<file path="config.mk">
export PLATFORM = sky130hd
export DESIGN_NAME = msb_word_serializer_flat
export DESIGN_NICKNAME = d
export VERILOG_FILES = /design/src/rtl/msb_word_serializer_if.sv /design/src/rtl/msb_word_serializer.sv /design/src/flat_wrapper.sv
export SDC_FILE = /design/constraint.sdc
export NUM_CORES = 1
export LEC_CHECK = 0
export CAP_MARGIN = 5
export CELL_PAD_IN_SITES_DETAIL_PLACEMENT = 0
export CELL_PAD_IN_SITES_GLOBAL_PLACEMENT = 1
export CORE_MARGIN = 10
export CORE_UTILIZATION = 36
export CTS_CLUSTER_SIZE = 40
export DETAILED_ROUTE_END_ITERATION = 8
export PLACE_DENSITY = 0.73
export SLEW_MARGIN = 10
export SYNTH_ARGS = -nofsm -noshare
export SYNTH_HDL_FRONTEND = slang
export SYNTH_SLANG_ARGS = --single-unit
</file>
<file path="constraint.sdc">
create_clock -name clk -period 1.6 [get_ports clk]
set_input_delay 0.48 -clock clk [delete_from_list [all_inputs] [get_ports clk]]
set_output_delay 0.48 -clock clk [all_outputs]
set_load 0.01 [all_outputs]
</file>
<file path="src/rtl/msb_word_serializer_if.sv">
// msb_word_serializer_if: word-load handshake and serial bit stream between a word source and the serializer
interface msb_word_serializer_if #(parameter int W = 8);
  logic         load_valid;
  logic [W-1:0] data_in;
  logic         load_ready;
  logic         frame_clr;
  logic         bit_out;
  logic         bit_valid;
  logic         last_bit;
  logic         busy;
  modport master (
    output load_valid, data_in,
    input  load_ready, frame_clr, bit_out, bit_valid, last_bit, busy
  );
  modport slave (
    input  load_valid, data_in,
    output load_ready, frame_clr, bit_out, bit_valid, last_bit, busy
  );
endinterface

</file>
<file path="src/rtl/msb_word_serializer.sv">
// msb_word_serializer: accepts a W-bit word and emits it MSB-first, preceded by a one-cycle frame-clear strobe
module msb_word_serializer #(
  parameter int W = 8
) (
  input logic                clk,
  input logic                rst,
  msb_word_serializer_if.slave s
);
  localparam int CW = $clog2(W);
  localparam logic [1:0] IDLE  = 2'd0;
  localparam logic [1:0] CLEAR = 2'd1;
  localparam logic [1:0] SHIFT = 2'd2;
  logic [1:0]    state_q, state_d;
  logic [W-1:0]  shreg_q, shreg_d;
  logic [CW-1:0] cnt_q, cnt_d;
  logic          is_shift, is_last, acc;
  always_comb begin
    is_shift = state_q == SHIFT;
    is_last  = is_shift && cnt_q == '0;
    acc      = s.load_valid && (state_q == IDLE || is_last);
    state_d  = acc ? CLEAR : state_q == CLEAR ? SHIFT : (is_shift && !is_last) ? SHIFT : IDLE;
    shreg_d  = acc ? s.data_in : is_shift ? {shreg_q[W-2:0], 1'b0} : shreg_q;
    cnt_d    = state_q == CLEAR ? CW'(W - 1) : (is_shift && !is_last) ? cnt_q - 1'b1 : cnt_q;
  end
  always_ff @(posedge clk) begin
    if (rst) begin
      state_q <= IDLE;
      shreg_q <= '0;
      cnt_q   <= '0;
    end else begin
      state_q <= state_d;
      shreg_q <= shreg_d;
      cnt_q   <= cnt_d;
    end
  end
  assign s.load_ready = state_q == IDLE || is_last;
  assign s.frame_clr  = state_q == CLEAR;
  assign s.bit_out    = is_shift && shreg_q[W-1];
  assign s.bit_valid  = is_shift;
  assign s.last_bit   = is_last;
  assign s.busy       = state_q == CLEAR || is_shift;
endmodule

</file>
<file path="src/flat_wrapper.sv">
// flat-port wrapper written by rule: the top's interface ports become plain ports
module msb_word_serializer_flat 
#(
  parameter int W = 8
)
  (clk, rst, s_load_valid, s_data_in, s_load_ready, s_frame_clr, s_bit_out, s_bit_valid, s_last_bit, s_busy);
  msb_word_serializer_if #(.W(W)) s_i ();
  input logic clk;
  input logic rst;
  input wire logic [$bits(s_i.load_valid)-1:0] s_load_valid;
  input wire logic [$bits(s_i.data_in)-1:0] s_data_in;
  output wire logic [$bits(s_i.load_ready)-1:0] s_load_ready;
  output wire logic [$bits(s_i.frame_clr)-1:0] s_frame_clr;
  output wire logic [$bits(s_i.bit_out)-1:0] s_bit_out;
  output wire logic [$bits(s_i.bit_valid)-1:0] s_bit_valid;
  output wire logic [$bits(s_i.last_bit)-1:0] s_last_bit;
  output wire logic [$bits(s_i.busy)-1:0] s_busy;
  assign s_i.load_valid = s_load_valid;
  assign s_i.data_in = s_data_in;
  assign s_load_ready = s_i.load_ready;
  assign s_frame_clr = s_i.frame_clr;
  assign s_bit_out = s_i.bit_out;
  assign s_bit_valid = s_i.bit_valid;
  assign s_last_bit = s_i.last_bit;
  assign s_busy = s_i.busy;
  msb_word_serializer #(.W(W)) u_core (.clk(clk), .rst(rst), .s(s_i));
endmodule
</file>
==> flow_summary.toml <==
[clocking]
clkLatencyLatePin_ps = 280
cts_tree = "done"
clkTransAtPathRegs_ps = 80
max-clock-path-buffers = 2
cts-root-buf = "clkbuf_4"
htreeDepth = 1
cts_made_buffers = 3
cts.sinks = 13

[timing]
finalCriticalPeriod_ps = 1710
drv_slew = 0
timing.final.crit_share_pct = 107
holdWs_ps = 507
hold_violations = 0
slew_headroom_pct = 74.9
fin_ws_ps = -110
skew_ps = 8.02
rsz0062_at_grt = "yes"
setup_viol = 2
timing.fmax_mhz = 585
tightest_slew_ps = 371

[place]
gp_congestion = 0.718
placed_area_sq_um = 1020
io_buffers = 16
dp_hpwl_um = 1340
place_ws_ps = -332

[grt]
grt.total_usage_pct = 8.85
grt_pass1_vias = 668
antenna_found_initial = 0
grt_pass1_wl_um = 2940
globalRouteOverflowTotal = 0
grt_max_degree = 10

[die]
die_w_um = 65.2
coreArea_sq_um = 1940
ios = 17
rows = 16
start_util_pct = 37.8
die_h_um = 65.2
design.die.area_sq_um = 4250

[cells_and_area]
postLayoutCoreUtil_pct = 57.2
drive_above_1_share_pct = 49.1
layout.nets = 125
antenna_cells = 0
area_growth_pct = 51.1
final_area_sq_um = 1110
fill_cells = 172

[synth]
yosysWarningCount = 0
synthesis.nets = 87
syn_inst = 71
synth_area_sq_um = 734
avgSynthCellArea_sq_um = 10.3
ys_ff_latch = 13
yosysSeqAreaShare_pct = 35.4
ys_types = 25

[setup_path]
worstPathRequired_ps = 1120
crit_path_start_kind = "flop"
crit_chain = "inv_2 > ha_4 > nor2b_4 > a21o_1 > buf_2"
end_kind = "output pin"
worst_path_max_delay_cell = "dfxtp_2"
cp_max_fo = 3
critical_path_arrival_ps = 1230
max_stage_delay_ps = 330
path_class = "reg2out"
worst-r2r-setup-slack_ps = 120

[power]
power.internal_uw = 602
power_density_nw_per_um2 = 759
sw_frac_of_total_pct = 28.6
power_frac_seq_pct = 44.2
fin_total_pwr_uw = 843
p_sw_uw = 241
p_comb_share_pct = 32.1
power_frac_clock_pct = 23.7
p_leak_uw = 0.000459
ir_worst_vdd_uv = 483

[flow_run]
drv_cap = 0

[routing]
drtIter0Drc = 14
drc = 0
vias = 659
first_pass_iters = 4
vias_per_cell = 4.88
ant_nets = 0
routed_wirelength_um = 1830
wl_per_cell_um = 13.6

[worst_hold_path]
hp-class = "reg2reg"

[run_status]
violations = "setup timing"
outcome = "finished with violations"
[worst paths after layout]
check | cells past startpoint | endpoint | startpoint
worst max-delay path | 5 | s_load_ready | u_core.cnt_q[1]
worst max register to register | 8 | u_core.shreg_q[5] | u_core.state_q[0]
worst min-delay path | 2 | u_core.shreg_q[0] | u_core.shreg_q[0]
worst min register to register | 2 | u_core.shreg_q[0] | u_core.shreg_q[0]
[synthesized netlist by cell type (all sizes together)]
library cell / instances / area (sq um)
a211oi: 10 / 110
a21boi: 1 / 7.51
a21o: 1 / 7.51
a21oi: 8 / 40.0
a311oi: 1 / 8.76
and2: 3 / 21.3
and4b: 1 / 10.0
buf: 4 / 31.3
dfxtp: 13 / 260
ha: 5 / 62.6
inv: 4 / 15.0
mux2i: 7 / 70.1
nand2: 1 / 3.75
nand2b: 2 / 12.5
nand3b: 1 / 7.51
nand4b: 1 / 23.8
nor2: 3 / 11.3
nor2b: 1 / 6.26
nor3: 2 / 10.0
nor4b: 1 / 8.76
o22ai: 1 / 6.26
[final cells by class]
type	count	area (sq um)	area share, %
multi-input cells	50	469	42.3
clock buffers	4	26.3	2.37
well taps	27	33.8	3.04
inverters	4	15.0	1.35
flip-flops and latches	13	265	23.9
repair buffers	37	300	27.1
[power groups by stage]
stage                     Clock (uW)  Sequential [uW]  Combinational (uW)
final                            200              372                 271
after CTS                        212              372                 269
after global placement             0              375                 236
after global routing             229              376                 295
after detailed placement           0              375                 242
after floorplan                    0              373                 138
[timing repair]
item                                    CTS  global route
cloned                                    0             0
pin swaps                                 4             2
buffers inserted                          4             0
gates resized for setup                  36             6
endpoints found under the hold margin     0             0
endpoints found under the setup margin    6             7
hold buffers                              0             0
[worst max-delay path: cells and delay by family (launching register included)]
| kind | cells | cell delay [ps] |
|---|---|---|
| buffers and inverters | 2 | 190 |
| adders and majority gates | 1 | 150 |
| and+or+nand+nor | 1 | 120 |
| AOI/OAI and AO/OA | 1 | 160 |
| DFF | 1 | 330 |
[per-layer routing]
layer	wire length (um)	global-route usage [%]
met1	892	10.6
met2	814	13.7
met3	66	1.36
met4	57	7.22
met5	0	0
[sequential cells by signal (all words and copies together) (netlist names)]
| name | flops |
|---|---|
| u_core.shreg_q | 8 |
| u_core.cnt_q | 3 |
| u_core.state_q | 2 |
[through the flow]
step / setup TNS [ps] / instances
after detailed placement: -1660 / 127
final: -199 / 135
after global routing: -395 / 135
after CTS: -236 / 135
after global placement: -1440 / 127
after floorplan: 0 / 71
[layout by cell type, fill, tap and decap left out, types with 2 or more instances in the layout]
cell	count
clkbuf_4	3
a21oi_1	7
clkdlybuf4s50_1	10
and2_4	2
a211oi_1	3
nor2_1	3
mux2i_1	7
buf_6	2
nor3_1	2
ha_4	2
dfxtp_2	4
ha_1	2
buf_2	3
nand2b_1	2
a211oi_2	7
buf_4	21
inv_2	4
dfxtp_1	9
[logic make-up (layout without fill, tap and decap cells)]
group,Yosys count,in the layout,share of synthesized area (%)
buffers and inverters,8,45,6.30
AO/OA/AOI/OAI,22,22,24.5
multiplexers,7,7,9.54
adder cells (fa/ha/maj),5,5,8.52
AND/OR/NAND/NOR,16,16,15.7
flip-flops,13,13,35.4
(Power assumes the default switching activity.)
